$ cat src/rtl/carry_lookahead_adder_32_if.sv
// Operand/result bundle for the 32-bit carry-lookahead adder.
interface carry_lookahead_adder_32_if;
    localparam int unsigned DATA_W = 32;

    logic [DATA_W-1:0] a;
    logic [DATA_W-1:0] b;
    logic              cin;
    logic [DATA_W-1:0] sum;
    logic              cout;

    // Operand source side: drives operands, reads the registered result.
    modport master (
        output a,
        output b,
        output cin,
        input  sum,
        input  cout
    );

    // Adder side: reads operands, drives the registered result.
    modport slave (
        input  a,
        input  b,
        input  cin,
        output sum,
        output cout
    );
endinterface

$ cat src/rtl/carry_lookahead_adder_32.sv
// 32-bit hierarchical carry-lookahead adder with registered sum/cout.
// Three lookahead levels: 4-bit groups, 16-bit sections, and a top-level
// carry into bit 16 and out of bit 31. No carry ripples between groups.
module carry_lookahead_adder_32 (
    input  logic                         clk,
    input  logic                         rst_n,
    carry_lookahead_adder_32_if.slave    bus
);
    localparam int unsigned DATA_W     = 32;
    localparam int unsigned GROUP_W    = 4;
    localparam int unsigned NUM_GROUPS = DATA_W / GROUP_W;
    localparam int unsigned NUM_SECT   = 2;

    logic [DATA_W-1:0]     g;
    logic [DATA_W-1:0]     p;
    logic [DATA_W-1:0]     c;
    logic [NUM_GROUPS-1:0] grp_p;
    logic [NUM_GROUPS-1:0] grp_g;
    logic [NUM_GROUPS-1:0] grp_c;
    logic [NUM_SECT-1:0]   sec_p;
    logic [NUM_SECT-1:0]   sec_g;
    logic [NUM_SECT-1:0]   sec_c;
    logic                  c16;
    logic [DATA_W-1:0]     sum_c;
    logic                  cout_c;

    // Bit-level generate and propagate.
    always_comb begin
        g = bus.a & bus.b;
        p = bus.a ^ bus.b;
    end

    // Level 1: group propagate/generate for each 4-bit group.
    always_comb begin
        grp_p = '0;
        grp_g = '0;
        for (int k = 0; k < int'(NUM_GROUPS); k++) begin
            grp_p[k] = p[4*k+3] & p[4*k+2] & p[4*k+1] & p[4*k];
            grp_g[k] = g[4*k+3]
                     | (p[4*k+3] & g[4*k+2])
                     | (p[4*k+3] & p[4*k+2] & g[4*k+1])
                     | (p[4*k+3] & p[4*k+2] & p[4*k+1] & g[4*k]);
        end
    end

    // Level 2: section propagate/generate over four groups each.
    always_comb begin
        sec_p = '0;
        sec_g = '0;
        for (int u = 0; u < int'(NUM_SECT); u++) begin
            sec_p[u] = grp_p[4*u+3] & grp_p[4*u+2] & grp_p[4*u+1] & grp_p[4*u];
            sec_g[u] = grp_g[4*u+3]
                     | (grp_p[4*u+3] & grp_g[4*u+2])
                     | (grp_p[4*u+3] & grp_p[4*u+2] & grp_g[4*u+1])
                     | (grp_p[4*u+3] & grp_p[4*u+2] & grp_p[4*u+1] & grp_g[4*u]);
        end
    end

    // Level 3: carry into bit 16 and carry out of bit 31.
    always_comb begin
        c16    = sec_g[0] | (sec_p[0] & bus.cin);
        cout_c = sec_g[1] | (sec_p[1] & c16);
        sec_c  = {c16, bus.cin};
    end

    // Level 2: group carry-ins from the section carry-in, flat sum-of-products.
    always_comb begin
        grp_c = '0;
        for (int u = 0; u < int'(NUM_SECT); u++) begin
            grp_c[4*u]   = sec_c[u];
            grp_c[4*u+1] = grp_g[4*u]
                         | (grp_p[4*u] & sec_c[u]);
            grp_c[4*u+2] = grp_g[4*u+1]
                         | (grp_p[4*u+1] & grp_g[4*u])
                         | (grp_p[4*u+1] & grp_p[4*u] & sec_c[u]);
            grp_c[4*u+3] = grp_g[4*u+2]
                         | (grp_p[4*u+2] & grp_g[4*u+1])
                         | (grp_p[4*u+2] & grp_p[4*u+1] & grp_g[4*u])
                         | (grp_p[4*u+2] & grp_p[4*u+1] & grp_p[4*u] & sec_c[u]);
        end
    end

    // Level 1: bit carries inside each group from the group carry-in.
    always_comb begin
        c = '0;
        for (int k = 0; k < int'(NUM_GROUPS); k++) begin
            c[4*k]   = grp_c[k];
            c[4*k+1] = g[4*k]
                     | (p[4*k] & grp_c[k]);
            c[4*k+2] = g[4*k+1]
                     | (p[4*k+1] & g[4*k])
                     | (p[4*k+1] & p[4*k] & grp_c[k]);
            c[4*k+3] = g[4*k+2]
                     | (p[4*k+2] & g[4*k+1])
                     | (p[4*k+2] & p[4*k+1] & g[4*k])
                     | (p[4*k+2] & p[4*k+1] & p[4*k] & grp_c[k]);
        end
    end

    // Sum bits.
    always_comb begin
        sum_c = p ^ c;
    end

    // Output registers, cleared by synchronous reset.
    always_ff @(posedge clk) begin
        if (!rst_n) begin
            bus.sum  <= '0;
            bus.cout <= 1'b0;
        end else begin
            bus.sum  <= sum_c;
            bus.cout <= cout_c;
        end
    end
endmodule

$ cat src/flat_wrapper.sv
// flat-port wrapper written by rule: the top's interface ports become plain ports
module carry_lookahead_adder_32_flat 
  (clk, rst_n, bus_a, bus_b, bus_cin, bus_sum, bus_cout);
  carry_lookahead_adder_32_if bus_i ();
  input  logic clk;
  input  logic rst_n;
  input wire logic [$bits(bus_i.a)-1:0] bus_a;
  input wire logic [$bits(bus_i.b)-1:0] bus_b;
  input wire logic [$bits(bus_i.cin)-1:0] bus_cin;
  output wire logic [$bits(bus_i.sum)-1:0] bus_sum;
  output wire logic [$bits(bus_i.cout)-1:0] bus_cout;
  assign bus_i.a = bus_a;
  assign bus_i.b = bus_b;
  assign bus_i.cin = bus_cin;
  assign bus_sum = bus_i.sum;
  assign bus_cout = bus_i.cout;
  carry_lookahead_adder_32 u_core (.clk(clk), .rst_n(rst_n), .bus(bus_i));
endmodule
$ cat config.mk
export PLATFORM = sky130hd
export DESIGN_NAME = carry_lookahead_adder_32_flat
export DESIGN_NICKNAME = d
export VERILOG_FILES = /design/src/rtl/carry_lookahead_adder_32_if.sv /design/src/rtl/carry_lookahead_adder_32.sv /design/src/flat_wrapper.sv
export SDC_FILE = /design/constraint.sdc
export NUM_CORES = 1
export LEC_CHECK = 0
export ABC_CLOCK_PERIOD_IN_PS = 7850
export BUFFER_PORTS_ARGS = -buffer_cell sky130_fd_sc_hd__buf_2
export CORE_MARGIN = 5
export CORE_UTILIZATION = 40
export CTS_CLUSTER_SIZE = 20
export DETAILED_ROUTE_END_ITERATION = 8
export PLACE_DENSITY = 0.7
export RECOVER_POWER = 100
export SYNTH_ARGS = -nofsm -noshare
export SYNTH_HDL_FRONTEND = slang
export SYNTH_SLANG_ARGS = --single-unit
export TNS_END_PERCENT = 10
$ cat constraint.sdc
create_clock -name clk -period 7.85 [get_ports clk]
set_input_delay 0.785 -clock clk [delete_from_list [all_inputs] [get_ports clk]]
set_output_delay 0.785 -clock clk [all_outputs]
set_load 0.005 [all_outputs]
After elaboration in Yosys (flattened, before gate mapping)
Index checks and enable logic that the tools add are counted.
- bitwise gates (word level): 247
- operators by type and width (operator ; count):
    $and 1x1->1 ; 152
    $or 1x1->1 ; 92
    $xor 32x32->32 ; 2
    $and 32x32->32 ; 1
- register bits after elaboration: 33
- input bits: 67

Longest topological paths before layout
- word-level depth: 15
- depth in mapped cells: 11
- gate-level depth less buffers: 11

Worst setup path after synthesis
Ideal clock, no wire load.
- path kind: input-to-reg
- start: input bus_b[9]
- end: register u_core.bus.sum[29]
- arrival: 3170 ps
- slack: 4553 ps
- stages on the path: 11
- buffers on the path: 0
- path through: ha_1 > a21oi_2 > o21ai_2 > a222oi_1 > nand3b_2 > o311ai_1 > a21boi_1 > or2_1 > fa_1 > xnor2_1 > nor2_1
- word-level cells in the longest chain between the ends: 14
- elaborated cells between the ends (all ways): 24
- classes of those cells: bitwise: 24
- ends and longest elaborated chain (element ; line ; RTL):
    start, declared ; flat_wrapper.sv:8 ; input wire logic [$bits(bus_i.b)-1:0] bus_b;
    $and 32x32->32 / $xor 32x32->32 (equally long branches) ; carry_lookahead_adder_32.sv:29, carry_lookahead_adder_32.sv:30 ;
    $and 1x1->1 (on tied branches) ; carry_lookahead_adder_32.sv:41, carry_lookahead_adder_32.sv:38, carry_lookahead_adder_32.sv:42 ;
    $or 1x1->1 / $and 1x1->1 (equally long branches) ; carry_lookahead_adder_32.sv:41, carry_lookahead_adder_32.sv:42 ;
    $or 1x1->1 ; carry_lookahead_adder_32.sv:42 ; | (p[4*k+3] & p[4*k+2] & p[4*k+1] & g[4*k]);
    $and 1x1->1 ; carry_lookahead_adder_32.sv:53 ; | (grp_p[4*u+3] & grp_g[4*u+2])
    $or 1x1->1 ; carry_lookahead_adder_32.sv:53 ;
    $or 1x1->1 ; carry_lookahead_adder_32.sv:54 ; | (grp_p[4*u+3] & grp_p[4*u+2] & grp_g[4*u+1])
    $or 1x1->1 ; carry_lookahead_adder_32.sv:55 ; | (grp_p[4*u+3] & grp_p[4*u+2] & grp_p[4*u+1] & grp_g[4*u]);
    $or 1x1->1 (*) ; carry_lookahead_adder_32.sv:61 ; c16 = sec_g[0] | (sec_p[0] & bus.cin);
    $and 1x1->1 (*) ; carry_lookahead_adder_32.sv:79 ; | (grp_p[4*u+2] & grp_p[4*u+1] & grp_p[4*u] & sec_c[u]);
    $or 1x1->1 (*) ; carry_lookahead_adder_32.sv:79 ;
    $and 1x1->1 (*) ; carry_lookahead_adder_32.sv:89 ; | (p[4*k] & grp_c[k]);
    $or 1x1->1 (*) ; carry_lookahead_adder_32.sv:89 ;
    $xor 32x32->32 (*) ; carry_lookahead_adder_32.sv:102 ; sum_c = p ^ c;
    end signal, assigned ; carry_lookahead_adder_32.sv:111 ; bus.sum <= sum_c;
    end, declared ; carry_lookahead_adder_32_if.sv:25 ; output sum,
Every way passes the cells marked *; elsewhere a longest branch is shown, timed or not.
A chain may end at the register's enable or synchronous reset.

Worst setup path in the final report
Same ends and word-level chain as after synthesis.

==> impl_metrics.env <==
export IMPL_crit_type="in -> reg"
export IMPL_hp_class="in -> reg"
export IMPL_final_cell_mix="81 x buf_2, 33 x dfxtp_1, 32 x ha_1"
export IMPL_clk_pin_slew_worst_paths_ns=0.07
export IMPL_routed_via_density=4.993
export IMPL_clock_sinks=33
export IMPL_synthArstFlopShare=0
export IMPL_grt_overflow=0
export IMPL_core_rowCount=27
export IMPL_grt_pass1_wl_mm=9.315
export IMPL_first_iter_violations=46
export IMPL_cts_resized=0
export IMPL_finalCritPeriodShare=0.4626
export IMPL_syn_num_nets=347
export IMPL_die_height_um=84.87
export IMPL_worst_ep_arrival_time_ns=3.79
export IMPL_ir_drop_mv=0.07715
export IMPL_cellPowerDensity_mw_per_mm2=167.4
export IMPL_wl_per_cell_um=13.33
export IMPL_ys_warnings_count=0
export IMPL_grt_max_degree=21
export IMPL_syn_cell_area_mm2=0.002242
export IMPL_nets=450
export IMPL_io_pins=100
export IMPL_n_antenna_cell=0
export IMPL_relSlewSlack=0.4671
export IMPL_critPathRequiredTime_ns=8.01
export IMPL_fmax_ghz=0.2754
export IMPL_drtAntennaViolNets=0
export IMPL_grt_usage=0.1574
export IMPL_core_area_mm2=0.005473
export IMPL_initial_utilization=0.4097
export IMPL_h_tree_depth=2
export IMPL_synth_seq_cells=33
export IMPL_die_width_um=84.87
export IMPL_status="complete, no violations"
export IMPL_final_setup_viol_count=0
export IMPL_vias=2082
export IMPL_area_growth_pct=27.62
export IMPL_wl_mm=5.558
export IMPL_startpoint_type="input port"
export IMPL_place_congestion=0.7977
export IMPL_drc_errors=0
export IMPL_ys_types=49
export IMPL_synth_cells=241
export IMPL_cp_max_fo=5
export IMPL_synth_edf_count=0
export IMPL_die_area_mm2=0.007203
export IMPL_place_hpwl_mm=4.663
export IMPL_synthFlopType="dfxtp_1"
export IMPL_power_leakage_uw=0.001421
export IMPL_antenna_found_initial=0
export IMPL_ys_seq_area_frac=0.2946
export IMPL_slew_viol_final=0
export IMPL_grt_pass1_vias=2159
export IMPL_cts_tree="done"
export IMPL_port_buffer_count=99
export IMPL_postSynthAreaPerCell_um2=9.304
export IMPL_hold_violations=0
export IMPL_power_uw=478.9
export IMPL_layout_commonest_cell="buf_2"
export IMPL_cts_buffers_inserted=5
export IMPL_grt_setup_unrepaired="false"
export IMPL_period_needed_ns=3.631
export IMPL_tns_ns=0
export IMPL_maxCapViolCount=0
export IMPL_cts_setup_buffers=0
export IMPL_cp_end_kind="flip-flop"
export IMPL_hold_buffers=0
export IMPL_root_buffer="clkbuf_8"
export IMPL_drtPass1Iterations=5
export IMPL_worstMarginPinSlew_ns=0.7994
export IMPL_fill_cells=552
export IMPL_cts_buffer_depth=2
export IMPL_layout_drive_gt1_share=0.2783
layer usage:
metal	GRT usage	wire length (um)	vias up
met5	0	0	-
met4	0.05180	107	0
met3	0.05340	432	9
met2	0.2698	2691	62
met1	0.1844	2327	945
li1	-	-	1066
layout make-up:
| class | instances | area, um2 | share of cell area |
|---|---|---|---|
| well taps | 72 | 90.09 | 0.03148 |
| clock inverters | 2 | 10.01 | 0.003498 |
| clock buffers | 6 | 72.57 | 0.02536 |
| repair buffers | 99 | 473.0 | 0.1653 |
| inverters | 7 | 26.28 | 0.009182 |
| flip-flops and latches | 33 | 660.6 | 0.2309 |
| multi-input cells | 198 | 1529 | 0.5343 |
registers in the layout, indices dropped and copies added, names as in the netlist:
signal and cells:
u_core.bus.cout 1, u_core.bus.sum 32
Yosys cell counts (3+ instances only):
library cell,instances,area [um2]
nand3_1,7,35.03
a21o_1,8,60.06
o21a_1,4,30.03
xor2_1,3,26.28
inv_1,6,22.52
o21ai_0,7,35.03
and3_1,3,18.77
nand2b_1,5,31.28
nor2_1,27,101.4
ha_1,32,400.4
o31ai_1,3,22.52
xnor2_1,11,96.34
clkbuf_1,3,11.26
and2_1,6,37.54
nand3b_1,3,22.52
nand2_1,15,56.30
nand4_1,3,18.77
mux2i_1,4,40.04
a21oi_1,12,60.06
dfxtp_1,33,660.6
fa_1,7,140.1
or3_1,3,18.77
a211oi_1,4,30.03
critical path, cell delays in order:
cell and delay (ns):
buf_2 0.10, ha_1 0.35, a21oi_1 0.19, o21ai_0 0.15, a222oi_1 0.50, nand3b_2 0.22, o311ai_0 0.44, a21boi_0 0.20
or2_0 0.26, fa_1 0.38, xnor2_1 0.16, nor2_1 0.05
metrics by stage:
step	utilization	setup slack, ns	cell area [um2]	hold slack (ns)	instances
after global placement	0.5146	4.238	2816	1.128	409
after CTS	0.5297	4.464	2899	0.8334	417
after global routing	0.5229	3.866	2861	0.8632	417
after detailed placement	0.5146	4.158	2816	1.135	409
final	0.5229	4.219	2861	0.8387	417
after floorplan	-	4.553	2242	0.9971	241
kinds of logic (layout without fill, tap and decap cells):
family	Yosys count	count (layout)	share of synthesized area
AOI/OAI and AO/OA	55	55	0.1758
xor gates and xnor gates	14	14	0.05469
adders and majority gates	39	39	0.2411
buffers and inverters	10	114	0.01674
DFF	33	33	0.2946
muxes	4	4	0.01786
and+or+nand+nor	86	86	0.1992
power breakdown:
part | total, uW | switching [uW] | internal [uW]
logic | 159 | 80.2 | 78.3
clock network | 125 | 63.1 | 61.4
registers | 196 | 6.00 | 190
path summary, 6_finish.rpt:
kind | startpoint | end | slack [ns] | cells after the start
setup / recovery | bus_b[9] | u_core.bus.sum[29] | 4.22 | 12
hold / removal | bus_a[31] | u_core.bus.cout | 0.84 | 4
Note: power is estimated with default switching activity, not from simulation.
